### src/rtl/imm_gen_pipe_pkg.sv
// -----------------------------------------------------------------------------
// imm_gen_pipe_pkg
// Shared definitions for the pipelined immediate generator:
//   - immediate format selector codes (I, S, B, J, U, CSR zimm)
//   - helper functions for selector legality and XLEN legality
// The entry record (imm, tag, illegal) depends on the XLEN and TAG_WIDTH
// parameters, so it is declared in the top from these widths.
// -----------------------------------------------------------------------------
package imm_gen_pipe_pkg;

    localparam logic [2:0] IMM_I = 3'b000;
    localparam logic [2:0] IMM_S = 3'b001;
    localparam logic [2:0] IMM_B = 3'b010;
    localparam logic [2:0] IMM_J = 3'b011;
    localparam logic [2:0] IMM_U = 3'b100;
    localparam logic [2:0] IMM_Z = 3'b101;

    // Width of the raw immediate before extension: every format fits in 32 bits.
    localparam int RAW_W = 32;

    // Codes 110 and 111 are reserved.
    function automatic logic is_legal_src(input logic [2:0] src);
        logic legal;
        if (src <= IMM_Z) begin
            legal = 1'b1;
        end else begin
            legal = 1'b0;
        end
        return legal;
    endfunction

    // Only RV32 and RV64 widths are supported.
    function automatic bit xlen_ok(input int xlen);
        return (xlen == 32) || (xlen == 64);
    endfunction

endpackage

### src/rtl/imm_gen_pipe_decode.sv
// -----------------------------------------------------------------------------
// imm_decode
// Purely combinational immediate decoder.
// Ports:
//   instr_i    [31:0]      instruction word (bits [6:0] are not used)
//   imm_src_i  [2:0]       format selector
//   imm_o      [XLEN-1:0]  extended immediate (0 for reserved selectors)
//   illegal_o              selector was a reserved code
// -----------------------------------------------------------------------------
module imm_decode
    import imm_gen_pipe_pkg::*;
#(
    parameter int XLEN = 32
) (
    input  logic [31:0]     instr_i,
    input  logic [2:0]      imm_src_i,
    output logic [XLEN-1:0] imm_o,
    output logic            illegal_o
);

    // Immediate assembled and extended to 32 bits first; the final step to
    // XLEN replicates bit 31, which equals instr[31] for sign-extended formats
    // and is 0 for zimm.
    logic signed [RAW_W-1:0] raw_s;
    logic                    unused_opcode_s;

    assign unused_opcode_s = ^instr_i[6:0];

    // Format-dependent bit gathering and 32-bit extension.
    always_comb begin
        raw_s = '0;
        case (imm_src_i)
            IMM_I: raw_s = {{20{instr_i[31]}}, instr_i[31:20]};
            IMM_S: raw_s = {{20{instr_i[31]}}, instr_i[31:25], instr_i[11:7]};
            IMM_B: raw_s = {{19{instr_i[31]}}, instr_i[31], instr_i[7],
                            instr_i[30:25], instr_i[11:8], 1'b0};
            IMM_J: raw_s = {{11{instr_i[31]}}, instr_i[31], instr_i[19:12],
                            instr_i[20], instr_i[30:21], 1'b0};
            IMM_U: raw_s = {instr_i[31:12], 12'h000};
            IMM_Z: raw_s = {27'h0000000, instr_i[19:15]};
            default: raw_s = '0;
        endcase
    end

    assign imm_o     = XLEN'(raw_s);
    assign illegal_o = ~is_legal_src(imm_src_i);

endmodule

### src/rtl/imm_gen_pipe.sv
// -----------------------------------------------------------------------------
// imm_gen_pipe
// Pipelined immediate generator between decode and execute. Decodes the
// immediate of every RV32/RV64 base format, extends it to XLEN and carries a
// sideband tag. A one-entry skid buffer behind the output register absorbs
// backpressure so o_ready never depends combinationally on i_ready.
// Ports:
//   i_clk, i_rst_n       clock (rising edge), async active-low reset
//   i_valid / o_ready    input handshake (instruction, selector, tag)
//   i_instr [31:0]       instruction word
//   i_ImmSrc [2:0]       format selector
//   i_tag               sideband tag, passed through unchanged
//   o_valid / i_ready    output handshake
//   o_ImmExt [XLEN-1:0]  extended immediate
//   o_tag                tag belonging to o_ImmExt
//   o_illegal            selector was a reserved code
// -----------------------------------------------------------------------------
module imm_gen_pipe
    import imm_gen_pipe_pkg::*;
#(
    parameter int XLEN      = 32,
    parameter int TAG_WIDTH = 5
) (
    input  logic                 i_clk,
    input  logic                 i_rst_n,
    input  logic                 i_valid,
    output logic                 o_ready,
    input  logic [31:0]          i_instr,
    input  logic [2:0]           i_ImmSrc,
    input  logic [TAG_WIDTH-1:0] i_tag,
    output logic                 o_valid,
    input  logic                 i_ready,
    output logic [XLEN-1:0]      o_ImmExt,
    output logic [TAG_WIDTH-1:0] o_tag,
    output logic                 o_illegal
);

    typedef struct packed {
        logic [XLEN-1:0]      imm;
        logic [TAG_WIDTH-1:0] tag;
        logic                 illegal;
    } entry_t;

    logic [XLEN-1:0] dec_imm_s;
    logic            dec_illegal_s;
    entry_t          new_s;
    logic            in_fire_s;
    logic            out_fire_s;

    entry_t out_q,  out_d;
    logic   out_valid_q,  out_valid_d;
    entry_t skid_q, skid_d;
    logic   skid_valid_q, skid_valid_d;
    logic   ready_q,      ready_d;

    imm_decode #(
        .XLEN (XLEN)
    ) u_decode (
        .instr_i   (i_instr),
        .imm_src_i (i_ImmSrc),
        .imm_o     (dec_imm_s),
        .illegal_o (dec_illegal_s)
    );

    assign in_fire_s  = i_valid & ready_q;
    assign out_fire_s = out_valid_q & i_ready;

    // Pack the decoded immediate with its sideband into one entry.
    always_comb begin
        new_s         = '0;
        new_s.imm     = dec_imm_s;
        new_s.tag     = i_tag;
        new_s.illegal = dec_illegal_s;
    end

    // Next-state for the output register and the skid entry.
    always_comb begin
        out_d        = out_q;
        out_valid_d  = out_valid_q;
        skid_d       = skid_q;
        skid_valid_d = skid_valid_q;
        if (!out_valid_q || out_fire_s) begin
            // Output slot is free this edge: the older skid entry has
            // priority over the incoming one to keep FIFO order. While the
            // skid is full o_ready is low, so both cannot compete.
            if (skid_valid_q) begin
                out_d        = skid_q;
                out_valid_d  = 1'b1;
                skid_valid_d = 1'b0;
            end else if (in_fire_s) begin
                out_d       = new_s;
                out_valid_d = 1'b1;
            end else begin
                out_valid_d = 1'b0;
            end
        end else begin
            // Output stalled: a newly accepted entry parks in the skid.
            if (in_fire_s) begin
                skid_d       = new_s;
                skid_valid_d = 1'b1;
            end else begin
                skid_valid_d = skid_valid_q;
            end
        end
        // Registered ready: low exactly while the skid holds an entry.
        ready_d = ~skid_valid_d;
    end

    // State registers; reset clears everything and holds o_ready low.
    always_ff @(posedge i_clk or negedge i_rst_n) begin
        if (!i_rst_n) begin
            out_q        <= '0;
            out_valid_q  <= 1'b0;
            skid_q       <= '0;
            skid_valid_q <= 1'b0;
            ready_q      <= 1'b0;
        end else begin
            out_q        <= out_d;
            out_valid_q  <= out_valid_d;
            skid_q       <= skid_d;
            skid_valid_q <= skid_valid_d;
            ready_q      <= ready_d;
        end
    end

    assign o_ready   = ready_q;
    assign o_valid   = out_valid_q;
    assign o_ImmExt  = out_q.imm;
    assign o_tag     = out_q.tag;
    assign o_illegal = out_q.illegal;

endmodule

### config.mk
export PLATFORM = sky130hd
export DESIGN_NAME = imm_gen_pipe
export DESIGN_NICKNAME = d
export VERILOG_FILES = /design/src/rtl/imm_gen_pipe_pkg.sv /design/src/rtl/imm_gen_pipe_decode.sv /design/src/rtl/imm_gen_pipe.sv
export SDC_FILE = /design/constraint.sdc
export NUM_CORES = 1
export LEC_CHECK = 0
export CAP_MARGIN = 10
export CORE_ASPECT_RATIO = 1.75
export CORE_UTILIZATION = 25
export CTS_CLUSTER_DIAMETER = 60
export CTS_CLUSTER_SIZE = 16
export DETAILED_ROUTE_END_ITERATION = 8
export RECOVER_POWER = 25
export SLEW_MARGIN = 10
export SYNTH_ARGS = -nofsm -noshare
export SYNTH_HDL_FRONTEND = slang
export SYNTH_SLANG_ARGS = --single-unit
### constraint.sdc
create_clock -name i_clk -period 2.8 [get_ports i_clk]
set_input_delay 0.42 -clock i_clk [delete_from_list [all_inputs] [get_ports i_clk]]
set_output_delay 0.42 -clock i_clk [all_outputs]
set_load 0.05 [all_outputs]
==> impl_metrics.ini, run 1 <==
[outcome]
outcome = finished, violations left
violations = max-capacitance violations, max-slew violations

[die]
fp.dieH_um = 165
die_area_um2 = 15700
num_rows = 59
fp.dieW_um = 95.3
coreArea_um2 = 14800
io_pins = 84
initial_core_util_pct = 25.6

[clock_network]
cts_buffers = 9
clk_pin_slew_ps = 60
post_cts_buffers = 0
h-tree-depth = 3
cts.sinks = 79
cts_tree = yes
clockBufferDepth = 2
clk_latency_ps = 340
cts_hold_buf = 0
cts_resized = 0
clockRootBuffer = clkbuf_16

[logic_synthesis]
synth_top_area_share_pct = 52.0
synth_nets = 468
yosysSeqAreaShare_pct = 52.0
syn-mean-instance-area_um2 = 8.97
synth_top_cells_by_area = dfrtp_1 52%, nand2_1 8.3%, a21oi_1 7.4%, o21ai_1 6.2%, mux2i_1 3.9%
synth_seq_cells = 79
synthesis.area_um2 = 3800
ys_warn_count = 0
synth_cells = 424
synth_top_area_cell = dfrtp_1
ys_types = 36

[drt]
vias = 3285
avgRoutedWirePerCell_um = 15.5
route.met2.wl_um = 5640
wl_met1_um = 4090
met3_wirelength_um = 537
antenna_left = 0
top_layer = met4
drt_pass1_iterations = 4
drt_first_iter_violations = 131
wirelength_um = 10500
viasPerCell = 4.83
drc = 0

[critical_path]
cp_data_required_time_ps = 2380
slowest_stage = clkdlybuf4s50_1
critPathTopFamily = buffers and inverters
setup.worst_path.start_class = register
critPathMaxStageDelay_ps = 850
worstPathMaxFanout = 5
criticalPathCategory = register to output pin
worstPathCellList = clkdlybuf4s50_1
worst-path-buf-inv = 1
setup.worst_path.end_class = output pin
cp_data_arrival_time_ps = 1630

[global_route]
grtUsageTotal_pct = 14.4
grt_pass1_wl_um = 17000
grt_pass1_vias = 3263
antenna_found_initial = 0
grt_max_degree = 80
grt.overflow.total = 0

[sta]
rsz0062_at_grt = no
finalSetupViolations = 0
slew_viol_final = 80
hold_violations = 0
fin_tns_setup_ps = 0
worst_pin_slew_ps = 1990
timing.final.crit_share_pct = 73.2
fin_skew_ps = 7.23
max_clock_freq_mhz = 488
relSlewSlack_pct = -32.6
fin_crit_ps = 2050

[finish]
area_growth_pct = 33.0
fill_cells = 1498
antenna_cells = 0
drive_gt1_share_pct = 7.85
regArea_um2 = 1980
multi_input_area_um2 = 1630
nets = 536
final_cells = 680
stdcell_area_um2 = 5060

[placement]
place_area_um2 = 4720
gp_congestion = 0.805
dp.cells = 664
post-dp-hpwl_um = 7650
port_buffers = 76

[run]
maxCapViolCount = 1

[power_and_ir_drop]
powerDensity_nw_per_um2 = 865
ir_drop_mv = 0.248
leakage_nw = 2.14

[hold_path]
min_path_type = register to register
[synth_stat cells]
master	instances
clkbuf_2	1
buf_2	12
nor2b_2	2
nand3_2	1
a211oi_1	1
a21o_1	1
buf_4	5
inv_1	2
dfrtp_1	79
o211ai_1	7
buf_6	4
a21oi_1	56
mux2i_1	15
nand3_1	8
and3b_1	1
nor2_1	31
nor3b_4	1
and2_1	2
nand2b_1	8
clkbuf_1	10
o21ai_0	12
nor2b_4	1
o21ai_1	47
o22a_1	8
nand2_1	84
o22ai_1	4
a221o_1	2
a21oi_2	1
nor4_1	1
and3_1	8
a22o_1	2
o41ai_1	1
or2_1	2
nor2b_1	1
inv_2	2
nor2_2	1
[area by class of cell]
| cell class | count | share of cell area [%] |
|---|---|---|
| multi-input cells | 309 | 32.2 |
| well taps | 183 | 4.52 |
| clock inverters | 7 | 2.40 |
| flip-flops and latches | 79 | 39.1 |
| repair buffers | 89 | 17.1 |
| clock buffers | 9 | 4.45 |
| inverters | 4 | 0.297 |
[cell usage in the layout (no fill, tap or decap), types with 9 or more instances in the layout]
cell             count
clkbuf_16            9
nand2_1             84
o21ai_0             12
o21ai_1             47
nor2_1              31
dfrtp_1             79
a21oi_1             56
mux2i_1             15
clkdlybuf4s50_1     74
buf_4               12
[through the flow]
step / hold WS, ps / util (%) / setup WS (ps) / total power (W)
after floorplan: 124 / - / 1200 / 0.00252
after global placement: 456 / 31.8 / 555 / 0.00303
after detailed placement: 462 / 31.8 / 458 / 0.00307
after CTS: 297 / 34.1 / 738 / 0.00443
after global routing: 504 / 34.1 / 547 / 0.00461
final: 474 / 34.1 / 751 / 0.00438
[path summary, 6_finish.rpt]
check,startpoint,endpoint,slack (ps),cells past startpoint
worst max-delay path,o_ready,o_ready,750,1
worst min-delay path,skid_q[4],skid_q[4],470,2
worst max register to register,skid_valid_q,o_ImmExt[16],1130,5
worst min register to register,skid_q[4],skid_q[4],470,2
max in group asynchronous,i_rst_n,o_ImmExt[30],980,1
min in group asynchronous,i_rst_n,skid_q[3],640,1
[per-layer routing]
layer  GRT usage [%]  up-vias
li1                -     1603
met1            16.1     1583
met2            25.7       81
met3            3.43       18
met4            6.13        0
met5               0        -
[cell families (layout without fill, tap and decap cells)]
group	after synthesis	count (layout)	synth area share, %
flip-flops	79	79	52.0
buffers and inverters	36	109	5.26
multiplexers	15	15	3.95
AO/OA/AOI/OAI	142	142	20.8
AND/OR/NAND/NOR	152	152	18.0
[report_power, final]
| group | leakage [nW] | total (W) | internal, W | switching (W) |
|---|---|---|---|---|
| logic | 0.992 | 0.00146 | 0.000504 | 0.000955 |
| registers | 0.990 | 0.00157 | 0.00142 | 0.000153 |
| clock network | 0.158 | 0.00135 | 0.000872 | 0.000477 |
[state kept, by name (all words and copies together), names as in the netlist]
signal        count
o_ready           1
o_tag             5
skid_valid_q      1
o_illegal         1
o_ImmExt         32
o_valid           1
skid_q           38
(Power assumes the default switching activity.)
==> run 2, diff against run 1 <==
Clock period 2.8 ns to 1.82 ns, I/O delays scaled along.
==> run 2 against run 1 <==
Net effect:
- the run now ends clean
- global-route usage decreased by 0.40 points
- count of clock-buffer cells in the layout increased by 1
- routed wire length decreased by 0.44%
- largest power group unchanged
==> impl_metrics.ini, run 2 (synthesis gave the netlist of run 1 again) <==
[outcome]
outcome = finished clean

[drt]
route.met2.wl_um = 5630
top_layer = met4
drc = 0
vias = 3339
antenna_left = 0
avgRoutedWirePerCell_um = 15.0
met3_wirelength_um = 450
drt_first_iter_violations = 164
wirelength_um = 10500
viasPerCell = 4.80
drt_pass1_iterations = 4
wl_met1_um = 4140

[die]
initial_core_util_pct = 25.6
die_area_um2 = 15700
coreArea_um2 = 14800
fp.dieW_um = 95.3
fp.dieH_um = 165
num_rows = 59
io_pins = 84

[clock_network]
post_cts_buffers = 0
clk_pin_slew_ps = 50
cts_buffers = 9
cts_resized = 0
clk_latency_ps = 330
h-tree-depth = 3
clockRootBuffer = clkbuf_16
clockBufferDepth = 2
cts.sinks = 79
cts_tree = yes

[finish]
nets = 552
fill_cells = 1510
final_cell_mix = 84 x nand2_1, 79 x dfrtp_1, 56 x a21oi_1, 50 x buf_4
drive_gt1_share_pct = 15.8
final_cells = 696
top_register = skid_q
multi_input_area_um2 = 1630
regArea_um2 = 1980
area_growth_pct = 35.4
final_util_pct = 34.7
largest_reg_flops = 38
antenna_cells = 0
final_common_cell = nand2_1

[sta]
worst_pin_slew_ps = 835
slew_viol_final = 0
max_clock_freq_mhz = 572
hold_violations = 0
fin_skew_ps = 5.39
fin_crit_ps = 1750
fin_tns_setup_ps = 0
rsz0062_at_grt = no
relSlewSlack_pct = 44.3
timing.final.crit_share_pct = 96.1
finalSetupViolations = 0

[critical_path]
critPathMaxStageDelay_ps = 800
cp_data_required_time_ps = 1550
criticalPathCategory = register to output pin
cp_data_arrival_time_ps = 1480
worstPathMaxFanout = 2
slowest_stage = clkdlybuf4s50_1
setup.worst_path.end_class = output pin
worst-path-buf-inv = 1
worstPathCellList = clkdlybuf4s50_1
critPathTopFamily = buffers and inverters
setup.worst_path.start_class = register

[power_and_ir_drop]
powerDensity_nw_per_um2 = 1310
ir_drop_mv = 0.570
leakage_nw = 2.27
power_w = 0.00674

[placement]
post-dp-hpwl_um = 7820
gp_congestion = 0.807
port_buffers = 76
dp.cells = 679

[hold_path]
min_path_type = register to register

[global_route]
antenna_found_initial = 0
grt_pass1_wl_um = 16600
grt_max_degree = 48
grtUsageTotal_pct = 14.0
grt_pass1_vias = 3300
grt.overflow.total = 0

[run]
maxCapViolCount = 0
[run 2: changes by cell type in the layout (fill, tap and decap cells not counted)]
cell	change
buf_12	+3
buf_4	+38
buf_6	+1
clkbuf_1	+1
clkbuf_8	+1
clkdlybuf4s50_1	-27
clkinv_2	+2
clkinv_4	-1
clkinvlp_4	-2
[run 2: metal layers]
| layer | global-route usage, % | vias to the layer above |
|---|---|---|
| li1 | - | 1628 |
| met1 | 15.9 | 1599 |
| met2 | 24.9 | 93 |
| met3 | 2.20 | 19 |
| met4 | 7.23 | 0 |
| met5 | 0 | - |
[run 2: area by class of cell]
cell class | instances | share of cell area, %
Clock buffer | 10 | 4.64
Clock inverter | 6 | 2.09
Inverter | 4 | 0.291
Multi-Input combinational cell | 309 | 31.6
Sequential cell | 79 | 38.4
Tap cell | 183 | 4.44
Timing Repair Buffer | 105 | 18.6
[run 2: what timing repair did]
item                                   CTS  global route
setup endpoints to repair                0             0
hold buffers                             1             0
endpoints found under the hold margin   32             0
[run 2: path summary, 6_finish.rpt]
check | startpoint | to | depth (start not counted) | slack (ps)
setup / recovery | o_tag[3] | o_tag[3] | 1 | 70
hold / removal | skid_q[3] | skid_q[3] | 2 | 470
setup reg to reg | skid_valid_q | o_ImmExt[21] | 4 | 260
hold reg to reg | skid_q[3] | skid_q[3] | 2 | 470
max in group asynchronous | i_rst_n | o_ImmExt[27] | 3 | 310
min in group asynchronous | i_rst_n | o_tag[2] | 2 | 590
[run 2: power by group]
part | leakage (nW) | internal [W] | switching, W
Combinational | 1.11 | 0.000762 | 0.00147
Sequential | 0.990 | 0.00218 | 0.000241
Clock | 0.168 | 0.00137 | 0.000712
Total | 2.27 | 0.00432 | 0.00242
[run 2: per-stage QoR]
stage / instance area, um^2 / hold slack (ps) / setup slack, ps
6_report: 5150 / 473 / 70.8
4_1_cts: 5170 / 446 / 47.9
2_1_floorplan: 3800 / -22.6 / 221
3_3_place_gp: 4810 / 240 / -27.7
3_5_place_dp: 4810 / 249 / -83.9
5_1_grt: 5150 / 495 / 1.67
==> run 3, diff against run 2 <==
Settings changed: CELL_PAD_IN_SITES_DETAIL_PLACEMENT from default to 1, CELL_PAD_IN_SITES_GLOBAL_PLACEMENT from default to 2, CTS_CLUSTER_DIAMETER 60 to default, PLACE_DENSITY_LB_ADDON from default to 0.1.
==> run 3 against run 2 <==
Net effect:
- routed wire length grew 13%
- sequential power about the same
- global-route usage grew 2.0 points
- final cell count rose by 0.57%
==> impl_metrics.ini, run 3 (synthesis gave the netlist of run 1 again) <==
[outcome]
outcome = finished clean

[finish]
final_cell_mix = 84 x nand2_1, 79 x dfrtp_1, 57 x buf_4, 56 x a21oi_1, 47 x o21ai_1
nets = 556
final_common_cell = nand2_1
largest_reg_flops = 38
area_growth_pct = 35.2
antenna_cells = 0
top_register = skid_q
stdcell_area_um2 = 5140
final_util_pct = 34.7
fill_cells = 1724
regArea_um2 = 1980
multi_input_area_um2 = 1630
drive_gt1_share_pct = 17.0

[clock_network]
h-tree-depth = 3
cts.sinks = 79
cts_tree = yes
post_cts_buffers = 0
clockBufferDepth = 2
cts_buffers = 9
clk_pin_slew_ps = 70
clk_latency_ps = 330
clockRootBuffer = clkbuf_16

[global_route]
grt_pass1_wl_um = 18900
grt_max_degree = 36
grtUsageTotal_pct = 16.1
grt_pass1_vias = 3551
grt.overflow.total = 0
antenna_found_initial = 0

[critical_path]
startpoint = o_tag[4]
r2r-start = skid_valid_q
cp_data_required_time_ps = 1550
setup.worst_path.start_class = register
regToRegSetupSlack_ps = 370
critPathMaxStageDelay_ps = 800
cp_data_arrival_time_ps = 1490
cp_num_cells = 1
setup.worst_path.end_class = output pin
worstPathMaxFanout = 2
ff2ff_path_depth = 5
r2r-end = o_ImmExt[14]
slowest_stage = clkdlybuf4s50_1
worst-path-buf-inv = 1
criticalPathCategory = register to output pin
worstSetupEndpoint = o_tag[4]
critPathTopFamily = buffers and inverters
worstPathCellList = clkdlybuf4s50_1

[sta]
slew_viol_final = 0
rsz0062_at_grt = no
finalSetupViolations = 0
worst_pin_slew_ps = 627
relSlewSlack_pct = 58.2
fin_skew_ps = 6.94
hold_violations = 0
timing.final.crit_share_pct = 96.7
max_clock_freq_mhz = 568
fin_crit_ps = 1760

[die]
initial_core_util_pct = 25.6
die_area_um2 = 15700
fp.dieH_um = 165
io_pins = 84
fp.dieW_um = 95.3
coreArea_um2 = 14800
num_rows = 59

[drt]
drt_pass1_iterations = 4
antenna_left = 0
drt_first_iter_violations = 59
wirelength_um = 11800
avgRoutedWirePerCell_um = 16.9
viasPerCell = 4.77
vias = 3338
drc = 0

[hold_path]
min_path_type = input port to asynchronous set/reset pin

[run]
maxCapViolCount = 0

[placement]
place_area_um2 = 4830
gp_congestion = 0.742
port_buffers = 76
post-dp-hpwl_um = 8640

[power_and_ir_drop]
powerDensity_nw_per_um2 = 1270
leakage_nw = 2.31
ir_drop_mv = 0.421
-- run 3: worst min-delay path by stage --
| stage | end |
|---|---|
| detailed placement | o_tag[4] |
| global placement | o_tag[4] |
| finish | o_tag[4] |
| global route | o_ImmExt[29] |
| CTS | o_tag[4] |
| floorplan | o_ImmExt[0] |
-- run 3: what timing repair did --
action | in CTS | in global routing
hold buffers | 1 | 0
hold endpoints to repair | 23 | 0
endpoints found under the setup margin | 0 | 3
resized for setup | 0 | 3
-- run 3: final cells by class --
| cell class | instances | share of cell area, % |
|---|---|---|
| clock buffer | 10 | 4.65 |
| sequential | 79 | 38.4 |
| tap | 183 | 4.45 |
| timing repair buffer | 109 | 19.2 |
| multi-input combinational | 309 | 31.6 |
| inverter | 4 | 0.292 |
| clock inverter | 6 | 1.31 |
-- run 3: routing by layer --
| layer | vias up | share of wire [%] | global-route usage, % |
|---|---|---|---|
| li1 | 1635 | - | - |
| met1 | 1640 | 42 | 18.8 |
| met2 | 53 | 54 | 29.5 |
| met3 | 10 | 2.9 | 2.43 |
| met4 | 0 | 1.2 | 4.96 |
| met5 | - | 0 | 0 |
-- run 3: per-stage QoR --
step                      setup TNS [ps]  instances  hold slack [ps]  total power [W]  worst slack, ps
final                                  0        700              479          0.00654             61.0
after global routing                   0        700              499          0.00691             9.50
after CTS                              0        700              386          0.00667             23.1
after detailed placement           -1990        683              213          0.00475             -124
after global placement              -847        683              206          0.00470            -54.9
after floorplan                        0        424            -22.6          0.00388              221
-- run 3: power by group --
group / switching (W) / internal, W / leakage, nW
logic: 0.00149 / 0.000764 / 1.18
registers: 0.000231 / 0.00218 / 0.990
clock network: 0.000775 / 0.00111 / 0.145
